**config.mk**
```make
export PLATFORM = sky130hd
export DESIGN_NAME = lc3_mem_arbiter
export DESIGN_NICKNAME = d
export VERILOG_FILES = /design/src/rtl/lc3_mem_arbiter.sv
export SDC_FILE = /design/constraint.sdc
export NUM_CORES = 1
export LEC_CHECK = 0
export ABC_AREA = 1
export BUFFER_PORTS_ARGS = -buffer_cell sky130_fd_sc_hd__buf_2
export CORE_AREA = 2 2 77 79
export DETAILED_ROUTE_END_ITERATION = 16
export DIE_AREA = 0 0 79 81
export MAX_ROUTING_LAYER = met4
export PLACE_DENSITY = 0.83
export SETUP_SLACK_MARGIN = 0.1
export SLEW_MARGIN = 30
export SYNTH_ARGS = -nofsm -noshare
export SYNTH_HDL_FRONTEND = slang
export SYNTH_SLANG_ARGS = --single-unit
```
**constraint.sdc**
```tcl
create_clock -name clock -period 1.7 [get_ports clock]
set_clock_uncertainty 0.05 [all_clocks]
set_input_delay 0.17 -clock clock [delete_from_list [all_inputs] [get_ports clock]]
set_output_delay 0.17 -clock clock [all_outputs]
set_load 0.05 [all_outputs]
```
**src/rtl/lc3_mem_arbiter.sv**
```systemverilog
// Arbiter sharing one off-chip memory port between the LC3 instruction and data caches.
// Define ARB_RR_EN to let a waiting instruction read win once after each data transaction.
module lc3_mem_arbiter #(
    parameter int BLOCK_WORDS = 4,
    parameter int CW          = 2
) (
    input  logic          clock,
    input  logic          reset,
    input  logic          i_rrqst,
    input  logic [15:0]   i_addr,
    output logic          i_rdacpt,
    output logic          i_rdrdy,
    input  logic          d_rrqst,
    input  logic          d_wrqst,
    input  logic [15:0]   d_addr,
    input  logic [15:0]   d_din,
    output logic          d_rdacpt,
    output logic          d_wacpt,
    output logic          d_rdrdy,
    output logic [15:0]   rdata,
    output logic [CW-1:0] count,
    output logic          mem_req,
    output logic          mem_rd,
    output logic [15:0]   mem_addr,
    output logic [15:0]   mem_din,
    input  logic [15:0]   mem_dout,
    input  logic          mem_rrdy,
    input  logic          mem_wacpt,
    output logic          busy
);

    typedef enum logic [1:0] {IDLE, I_RD, D_RD, D_WR} arbState;

    localparam logic [15:0]   ALIGN_MASK = ~16'(BLOCK_WORDS - 1);
    localparam logic [CW-1:0] LAST_WORD  = CW'(BLOCK_WORDS - 1);

    arbState       state, stateNext;
    logic [CW-1:0] counter, counterNext;
    logic [CW-1:0] countNext;
    logic [15:0]   rdataNext, memAddrNext, memDinNext;
    logic          memReqNext, memRdNext;
    logic          iRdacptNext, dRdacptNext, dWacptNext, iRdrdyNext, dRdrdyNext;
    logic          iFirst;
`ifdef ARB_RR_EN
    logic          rrFlag, rrNext;
`endif

    assign busy = (state != IDLE);

    always_comb begin
        // NOTE: every variable gets a default before the case so no path infers a latch.
        stateNext   = state;
        counterNext = counter;
        countNext   = count;
        rdataNext   = rdata;
        memReqNext  = mem_req;
        memRdNext   = mem_rd;
        memAddrNext = mem_addr;
        memDinNext  = mem_din;
        iRdacptNext = 1'b0;
        dRdacptNext = 1'b0;
        dWacptNext  = 1'b0;
        iRdrdyNext  = 1'b0;
        dRdrdyNext  = 1'b0;
`ifdef ARB_RR_EN
        rrNext      = rrFlag;
        iFirst      = rrFlag && i_rrqst;
`else
        iFirst      = 1'b0;
`endif

        case (state)
            IDLE: begin
                counterNext = '0;
                // Writes drain ahead of refills so write-through ordering holds.
                if (iFirst || (i_rrqst && !d_wrqst && !d_rrqst)) begin
                    stateNext   = I_RD;
                    memReqNext  = 1'b1;
                    memRdNext   = 1'b1;
                    memAddrNext = i_addr & ALIGN_MASK;
                    iRdacptNext = 1'b1;
                end else if (d_wrqst) begin
                    stateNext   = D_WR;
                    memReqNext  = 1'b1;
                    memRdNext   = 1'b0;
                    memAddrNext = d_addr;
                    memDinNext  = d_din;
                end else if (d_rrqst) begin
                    stateNext   = D_RD;
                    memReqNext  = 1'b1;
                    memRdNext   = 1'b1;
                    memAddrNext = d_addr & ALIGN_MASK;
                    dRdacptNext = 1'b1;
                end
            end

            I_RD, D_RD: begin
                if (mem_rrdy) begin
                    rdataNext   = mem_dout;
                    countNext   = counter;
                    iRdrdyNext  = (state == I_RD);
                    dRdrdyNext  = (state == D_RD);
                    counterNext = counter + CW'(1);
                    if (counter == LAST_WORD) begin
                        counterNext = '0;
                        memReqNext  = 1'b0;
                        stateNext   = IDLE;
`ifdef ARB_RR_EN
                        rrNext      = (state == D_RD);
`endif
                    end
                end
            end

            D_WR: begin
                if (mem_wacpt) begin
                    dWacptNext = 1'b1;
                    memReqNext = 1'b0;
                    stateNext  = IDLE;
`ifdef ARB_RR_EN
                    rrNext     = 1'b1;
`endif
                end
            end

            default: stateNext = IDLE;
        endcase
    end

    // NOTE: sequential state uses non-blocking assignments so all registers update together.
    always_ff @(posedge clock) begin
        if (reset) begin
            state    <= IDLE;
            counter  <= '0;
            count    <= '0;
            rdata    <= '0;
            mem_req  <= 1'b0;
            mem_rd   <= 1'b0;
            mem_addr <= '0;
            mem_din  <= '0;
            i_rdacpt <= 1'b0;
            d_rdacpt <= 1'b0;
            d_wacpt  <= 1'b0;
            i_rdrdy  <= 1'b0;
            d_rdrdy  <= 1'b0;
`ifdef ARB_RR_EN
            rrFlag   <= 1'b0;
`endif
        end else begin
            state    <= stateNext;
            counter  <= counterNext;
            count    <= countNext;
            rdata    <= rdataNext;
            mem_req  <= memReqNext;
            mem_rd   <= memRdNext;
            mem_addr <= memAddrNext;
            mem_din  <= memDinNext;
            i_rdacpt <= iRdacptNext;
            d_rdacpt <= dRdacptNext;
            d_wacpt  <= dWacptNext;
            i_rdrdy  <= iRdrdyNext;
            d_rdrdy  <= dRdrdyNext;
`ifdef ARB_RR_EN
            rrFlag   <= rrNext;
`endif
        end
    end

endmodule
```
# Yosys cells after proc, flatten, opt, wreduce, memory -nomap -nowiden
# Cells that the tools add are included.
[op_classes]
addsub = 1
n_eq_ne = 8
mux = 25
bitwise_logic = 5
n_reduce_logical = 18
[ops]
columns = ["cell", "n"]
rows = [
  ["$mux W16", 3],
  ["$mux W2", 8],
  ["$mux W1", 11],
  ["$eq A2 B2 Y1 const B", 3],
  ["$ne A2 B2 Y1 const B", 3],
  ["$pmux W2 S3", 1],
  ["$reduce_and A2 Y1", 3],
  ["$reduce_or A2 Y1", 3],
  ["$not A1 Y1", 5],
  ["$ne A4 B4 Y1 const B", 1],
  ["$pmux W2 S2", 1],
  ["$reduce_and A4 Y1", 1],
  ["$reduce_bool A2 Y1", 2],
  ["$reduce_or A4 Y1", 1],
  ["$pmux W1 S3", 1],
  ["$reduce_and A3 Y1", 1],
  ["$reduce_bool A3 Y1", 1],
  ["$reduce_or A3 Y1", 1],
  ["$add A2 B1 Y2 const B", 1],
  ["$eq A2 B1 Y1 const B", 1],
  ["$logic_and A1 B1 Y1", 2],
  ["$logic_not A1 Y1", 2],
  ["$logic_not A2 Y1", 1],
]
[totals]
regBits = 61
in_bits = 71
out_inout_bits = 58
wordCells = 70

# Longest topological paths before layout
# Gate-level depths: netlist of run 1.
[depth]
ltp_word = 5
ltp_mapped = 9

# Worst setup path after synthesis of run 1
# No wires, ideal clock.
[synth_path]
kind = "register to register"
startpoint = "register state[0]"
endpoint = "register counter[0]"
t_arrival_ns = 1.442
required_ns = 1.521
path_slack_ns = 0.079
path_stages_with_launch = 7
period_less_slack_ns = 1.621
cell_sequence = "dfxtp_1 inv_1 ha_1 inv_1 o21ai_0 o21ai_0 a21oi_1"
[synth_via]
elab_chain_cells = 4
elab_cells_between_ends = 8
cone_classes = "eq/ne (3); mux (1); reduce/logical (4)"
[synth_rtl]
columns = ["item", "line_no", "text"]
rows = [
  ["start, declared", "37", "arbState state, stateNext;"],
  ["start signal, assigned", "150", "state <= stateNext;"],
  ["$eq A2 B1 Y1 or $eq A2 B2 Y1 (tied branches)", "72", "case (state)"],
  ["$reduce_or A2 Y1", "72", ""],
  ["$ne A2 B2 Y1 (no line) or $reduce_bool A2 Y1 (tied branches)", "-", ""],
  ["$reduce_and A2 Y1 (no line)", "-", ""],
  ["end signal, assigned", "151", "counter <= counterNext;"],
  ["end, declared", "38", "logic [CW-1:0] counter, counterNext;"],
]
# Parallel ways exist; a longest one is shown, timed or not.
# A chain may end at the register's enable or synchronous reset.

# Worst setup path in the final report of run 1
[layout_path]
startpoint = "register state[1]"
endpoint = "output busy"
[layout_via]
elab_chain_cells = 1
[layout_rtl]
columns = ["item", "line_no", "text"]
rows = [
  ["$reduce_bool A2 Y1", "48", "assign busy = (state != IDLE);"],
  ["end, declared", "29", "output logic busy"],
]
# Every way passes these cells.

==> impl_metrics.env, run 1 <==
export IMPL_place_congestion=0.767
export IMPL_critPathArrivalTime_ns=1.34
export IMPL_drive_above_1_share_pct=32.8
export IMPL_dp_slack_ns=-0.0179
export IMPL_clk_pin_slew_ns=0.06
export IMPL_worst_path_max_fanout=4
export IMPL_cts_sinks=61
export IMPL_placedCellCount=534
export IMPL_drc=0
export IMPL_hold_slack_ns=0.0369
export IMPL_top_layer_used="met4"
export IMPL_ys_seq_area_share_pct=49.7
export IMPL_synth_area_sq_mm=0.00246
export IMPL_synth_commonest_cells="nor2_1 (118), dfxtp_1 (61), o21ai_0 (52)"
export IMPL_die_h_um=81
export IMPL_async_reset_ff_share_pct=0
export IMPL_final_hold_viol_count=0
export IMPL_power_total_w=0.00627
export IMPL_chipWidth_um=79
export IMPL_syn2layout_area_growth_pct=36.9
export IMPL_cts_tree="done"
export IMPL_rsz0062_at_grt="false"
export IMPL_worstPathRequired_ns=1.48
export IMPL_r2r_start="state[1]"
export IMPL_nNetsFinal=548
export IMPL_cts_buffers=9
export IMPL_synth_area_leaders="dfxtp_1 (50%), nor2_1 (18%), o21ai_0 (11%)"
export IMPL_wl_met3_um=402
export IMPL_layout_min_cycle_time_ns=1.56
export IMPL_num_vias=2537
export IMPL_synth_ff_latch_count=61
export IMPL_final_setup_viol_count=0
export IMPL_grt_usage_pct=19.5
export IMPL_layoutNonFillerInstCount=551
export IMPL_initialDrtViolationCount=110
export IMPL_synth_edf_count=0
export IMPL_dr_wl_met2_um=2920
export IMPL_ir_worst_vdd_mv=0.824
export IMPL_port_buffers=126
export IMPL_antenna_found_initial=0
export IMPL_worst_slew_pin_transition_ns=0.410
export IMPL_synth_cells=345
export IMPL_hpwl_um=4230
export IMPL_startpoint_type="register"
export IMPL_syn_num_nets=421
export IMPL_hold_path_class="input port to register"
export IMPL_end_kind="output pin"
export IMPL_cts_buffer_depth=2
export IMPL_die_area_sq_mm=0.00640
export IMPL_drt_pre_antenna_iters=7
export IMPL_io_pins=129
export IMPL_ys_types=23
export IMPL_placed_cell_area_sq_mm=0.00315
export IMPL_start_util_pct=43.3
export IMPL_postRouteAntennaNets=0
export IMPL_slew_headroom_pct=72.6
export IMPL_core_rowCount=28
export IMPL_path_class="register to output pin"
export IMPL_wl_per_cell_um=11.2
export IMPL_wl_um=6160
export IMPL_grt_pass1_vias=2233
export IMPL_diodes=0
export IMPL_fmax_mhz=642
export IMPL_grt_pass1_wl_um=9520
export IMPL_outcome="finished clean"
export IMPL_yosysTopAreaCell="dfxtp_1"
export IMPL_holdBufCountCts=0
export IMPL_powerDensity_mw_per_mm2=1860
export IMPL_num_fill_cells=554
export IMPL_fin_ws_ns=0.142
export IMPL_core_area_sq_mm=0.00568
export IMPL_ys_warn_count=0
export IMPL_synth_ff_type="dfxtp_1"
export IMPL_overflow=0
export IMPL_multi_input_area_sq_mm=0.00105
export IMPL_critPathLaunch="state[1]"
export IMPL_max_cap_violations=0
export IMPL_final_max_slew_viol_count=0
export IMPL_seq_area_sq_mm=0.00122
export IMPL_avgSynthCellArea_sq_um=7.12
export IMPL_cts_root_buf="clkbuf_8"
export IMPL_synth_most_common_cell="nor2_1"
export IMPL_leakage_nw=1.82
export IMPL_grt_max_degree=49
export IMPL_wl_met1_um=2750
export IMPL_min_period_over_period_pct=91.7
export IMPL_insertion_delay_ns=0.32
export IMPL_htreeDepth=3
export IMPL_min_from="mem_wacpt"
export IMPL_synth_top_area_share_pct=49.7
export IMPL_vias_per_cell=4.60
export IMPL_final_area_sq_mm=0.00336
[metal layers]
layer / vias to the layer above / GRT usage (%)
li1: 1319 / -
met3: 8 / 4.44
met1: 1116 / 22.4
met4: 0 / 9.66
met2: 94 / 32.2
met5: - / -
[stage by stage]
| step | TNS [ns] | utilization (%) |
|---|---|---|
| floorplan | 0 | - |
| global placement | 0 | 55.5 |
| detailed placement | -0.0179 | 55.5 |
| CTS | 0 | 58.9 |
| global route | 0 | 59.3 |
| finish | 0 | 59.3 |
[area by class of cell]
| cell class | instances | area share [%] |
|---|---|---|
| Clock buffer | 13 | 4.43 |
| Clock inverter | 2 | 0.298 |
| Inverter | 30 | 3.57 |
| Multi-Input combinational cell | 236 | 31.3 |
| Sequential cell | 61 | 36.3 |
| Tap cell | 75 | 2.79 |
| Timing Repair Buffer | 133 | 21.1 |
| Timing Repair inverter | 1 | 0.223 |
[placed cells by master, fill, tap and decap left out, types with 2 or more instances in the layout]
master	instances
clkinvlp_4	3
buf_4	5
clkbuf_8	10
o21ai_0	51
a21oi_1	4
nor3b_1	2
nor3_1	2
ha_1	4
inv_2	2
nand2_1	42
buf_2	125
clkbuf_1	3
nor2_1	118
dfxtp_1	60
inv_1	26
nand3_1	5
clkinv_2	2
[timing repair]
| action | in CTS | in global routing |
|---|---|---|
| resized for setup | 8 | 4 |
| cloned | 1 | 0 |
| setup endpoints to repair | 21 | 6 |
| setup buffers | 1 | 0 |
[logic make-up after synthesis]
family | Yosys count | share of synthesized area (%)
AOI/OAI and AO/OA | 58 | 11.9
and+or+nand+nor | 173 | 27.4
adders and majority gates | 5 | 2.55
buffers and inverters | 48 | 8.45
DFF | 61 | 49.7
[state kept, by name (all words and copies together) (netlist names)]
signal,count
state,2
d_wacpt,1
d_rdrdy,1
mem_rd,1
i_rdacpt,1
mem_req,1
d_rdacpt,1
rdata,16
counter,2
mem_addr,16
i_rdrdy,1
mem_din,16
count,2
[power by group]
part / switching, W / internal, W / total (W)
Combinational: 0.00234 / 0.000825 / 0.00317
Clock: 0.000519 / 0.000558 / 0.00108
Sequential: 0.000186 / 0.00183 / 0.00202
[critical path, stage by stage, from the launching register on]
cell	delay (ns)
dfxtp_2	0.34
inv_1	0.11
ha_4	0.16
buf_4	0.14
clkinvlp_4	0.10
buf_6	0.16
[path summary, 6_finish.rpt]
path              cells past startpoint  slack, ns           to
hold / removal                        3       0.04      d_wacpt
setup / recovery                      5       0.14         busy
setup reg to reg                      8       0.22   counter[0]
hold reg to reg                       2       0.42  mem_addr[0]
Power figures use the tool's default switching activity.
==> run 2, diff against run 1 <==
Settings changed: CORE_AREA 2 2 77 79 to 2 2 89 69, DIE_AREA 0 0 79 81 to 0 0 91 71.
==> run 2 against run 1 <==
Effect of this change: routed wire length down 0.36%; first-iteration DRC count down 41%; critical path depth shrank 1; fmax rose by 2.2%; global-route usage grew 0.65 points; largest power group unchanged; flip-flop and latch count unchanged; largest cell class unchanged.
==> impl_metrics.env, run 2 (same netlist as run 1, synthesis figures left out) <==
export IMPL_worstPathRequired_ns=1.48
export IMPL_top_usage_layer="met2"
export IMPL_die_area_sq_mm=0.00646
export IMPL_syn2layout_area_growth_pct=38.8
export IMPL_fmax_mhz=656
export IMPL_worstPathCellList="inv_1 > ha_4 > clkinvlp_4 > buf_4"
export IMPL_grt_max_degree=38
export IMPL_wl_per_cell_um=11.0
export IMPL_max_cap_violations=0
export IMPL_insertion_delay_ns=0.33
export IMPL_port_buffers=126
export IMPL_drc=0
export IMPL_nNetsFinal=553
export IMPL_num_vias=2561
export IMPL_rsz0062_at_grt="false"
export IMPL_r2r_slack_ns=0.22
export IMPL_vias_per_cell=4.58
export IMPL_final_hold_viol_count=0
export IMPL_antenna_found_initial=0
export IMPL_critPathArrivalTime_ns=1.30
export IMPL_layout_min_cycle_time_ns=1.52
export IMPL_cts_buffer_depth=2
export IMPL_slew_headroom_pct=77.5
export IMPL_start_util_pct=43.5
export IMPL_final_cell_mix="buf_2 (125), nor2_1 (117), dfxtp_1 (59), o21ai_0 (50), nand2_1 (42)"
export IMPL_htreeDepth=3
export IMPL_startpoint_type="register"
export IMPL_cts_tree="done"
export IMPL_die_h_um=71
export IMPL_outcome="finished clean"
export IMPL_cts_buffers=9
export IMPL_critical_path_max_stage_delay_ns=0.34
export IMPL_overflow=0
export IMPL_hold_slack_ns=0.0362
export IMPL_reg2reg_depth=8
export IMPL_top_regs="mem_addr (16), mem_din (16), rdata (16)"
export IMPL_drt_pre_antenna_iters=4
export IMPL_min_to="d_rdacpt"
export IMPL_final_common_cell="buf_2"
export IMPL_final_setup_viol_count=0
export IMPL_diodes=0
export IMPL_worst_slew_pin_transition_ns=0.336
export IMPL_worst_path_max_fanout=6
export IMPL_core_rowCount=24
export IMPL_min_period_over_period_pct=89.7
export IMPL_leakage_nw=1.83
export IMPL_initialDrtViolationCount=65
export IMPL_r2r_end="state[1]"
export IMPL_final_max_slew_viol_count=0
export IMPL_slowest_stage="dfxtp_2"
export IMPL_place_congestion=0.791
export IMPL_path_class="register to output pin"
export IMPL_globalRouteMet3Util_pct=7.77
export IMPL_clk_pin_slew_ns=0.07
export IMPL_grt_pass1_wl_um=10000
export IMPL_io_pins=129
export IMPL_grt_usage_pct=20.1
export IMPL_ir_worst_vdd_mv=0.831
export IMPL_chipWidth_um=91
export IMPL_min_from="d_rrqst"
export IMPL_core_area_sq_mm=0.00565
export IMPL_postRouteAntennaNets=0
export IMPL_grt_use_met2_pct=33.9
export IMPL_finalSetupTns_ns=0
export IMPL_use_met1_pct=21.8
export IMPL_hpwl_um=4290
export IMPL_cts_root_buf="clkbuf_8"
export IMPL_hold_depth=3
export IMPL_wl_um=6140
export IMPL_grt_pass1_vias=2372
export IMPL_hold_path_class="input port to register"
export IMPL_end_kind="output pin"
export IMPL_powerDensity_mw_per_mm2=1860
export IMPL_final_util_pct=60.4
export IMPL_cts_sinks=61
export IMPL_drive_above_1_share_pct=33.9
export IMPL_r2r_start="state[0]"
[run 2: cell types whose count changed in the layout (fill, tap and decap cells not counted), moves of 2 or more]
cell / before / now
buf_4: 5 / 10
clkbuf_1: 3 / 1
clkinvlp_4: 3 / 5
o21ai_1: 1 / 3
[run 2: stage by stage]
stage	worst slack (ns)	cell area [sq um]	total power [W]	cells
detailed placement	-0.0155	3170	0.00513	538
CTS	0.0240	3380	0.00631	557
finish	0.176	3410	0.00634	559
global route	0.0955	3410	0.00676	559
floorplan	0.144	2460	0.00442	345
global placement	0.0498	3170	0.00507	538
[run 2: critical path, delay by kind of cell, from the launching register on]
| family | cells | cell delay (ns) |
|---|---|---|
| buf+inv | 3 | 0.44 |
| flops | 1 | 0.34 |
| fa+ha+maj | 1 | 0.20 |
[run 2: timing repair]
item                                    4_1_cts  5_1_grt
hold endpoints to repair                      1        0
hold buffers                                  1        0
cloned                                        1        0
gates resized for setup                       5        6
endpoints found under the setup margin       21       17
setup buffers                                 2        2
pin swaps                                     0        1
[run 2: area by class of cell]
type | instances | area, sq um
Clock buffer | 11 | 141
Clock inverter | 4 | 25.0
Fill cell | 544 | 2230
Inverter | 30 | 120
Multi-Input combinational cell | 236 | 1050
Sequential cell | 61 | 1220
Tap cell | 78 | 97.6
Timing Repair Buffer | 138 | 751
Timing Repair inverter | 1 | 7.51
[run 2: power by group]
group | total [W] | leakage, nW | switching (W) | internal (W)
combinational | 0.00322 | 1.25 | 0.00234 | 0.000886
clock | 0.00109 | 0.0812 | 0.000533 | 0.000555
sequential | 0.00203 | 0.504 | 0.000194 | 0.00184
total | 0.00634 | 1.83 | 0.00307 | 0.00328
[run 2: per-layer routing]
| metal | wire, um | up-vias |
|---|---|---|
| met1 | 2740 | 1136 |
| met5 | 0 | - |
| met2 | 2910 | 87 |
| met3 | 405 | 7 |
| li1 | - | 1331 |
| met4 | 80 | 0 |
[run 2: worst max path at each step]
| stage | from | to | slack, ns | depth (start not counted) |
|---|---|---|---|---|
| 2_1_floorplan | state[0] | counter[0] | 0.14 | 6 |
| 3_3_place_gp | state[0] | count[0] | 0.05 | 6 |
| 3_5_place_dp | state[0] | count[0] | -0.02 | 6 |
| 4_1_cts | state[0] | busy | 0.02 | 4 |
| 5_1_grt | state[0] | busy | 0.1 | 4 |
| 6_report | state[0] | busy | 0.18 | 4 |
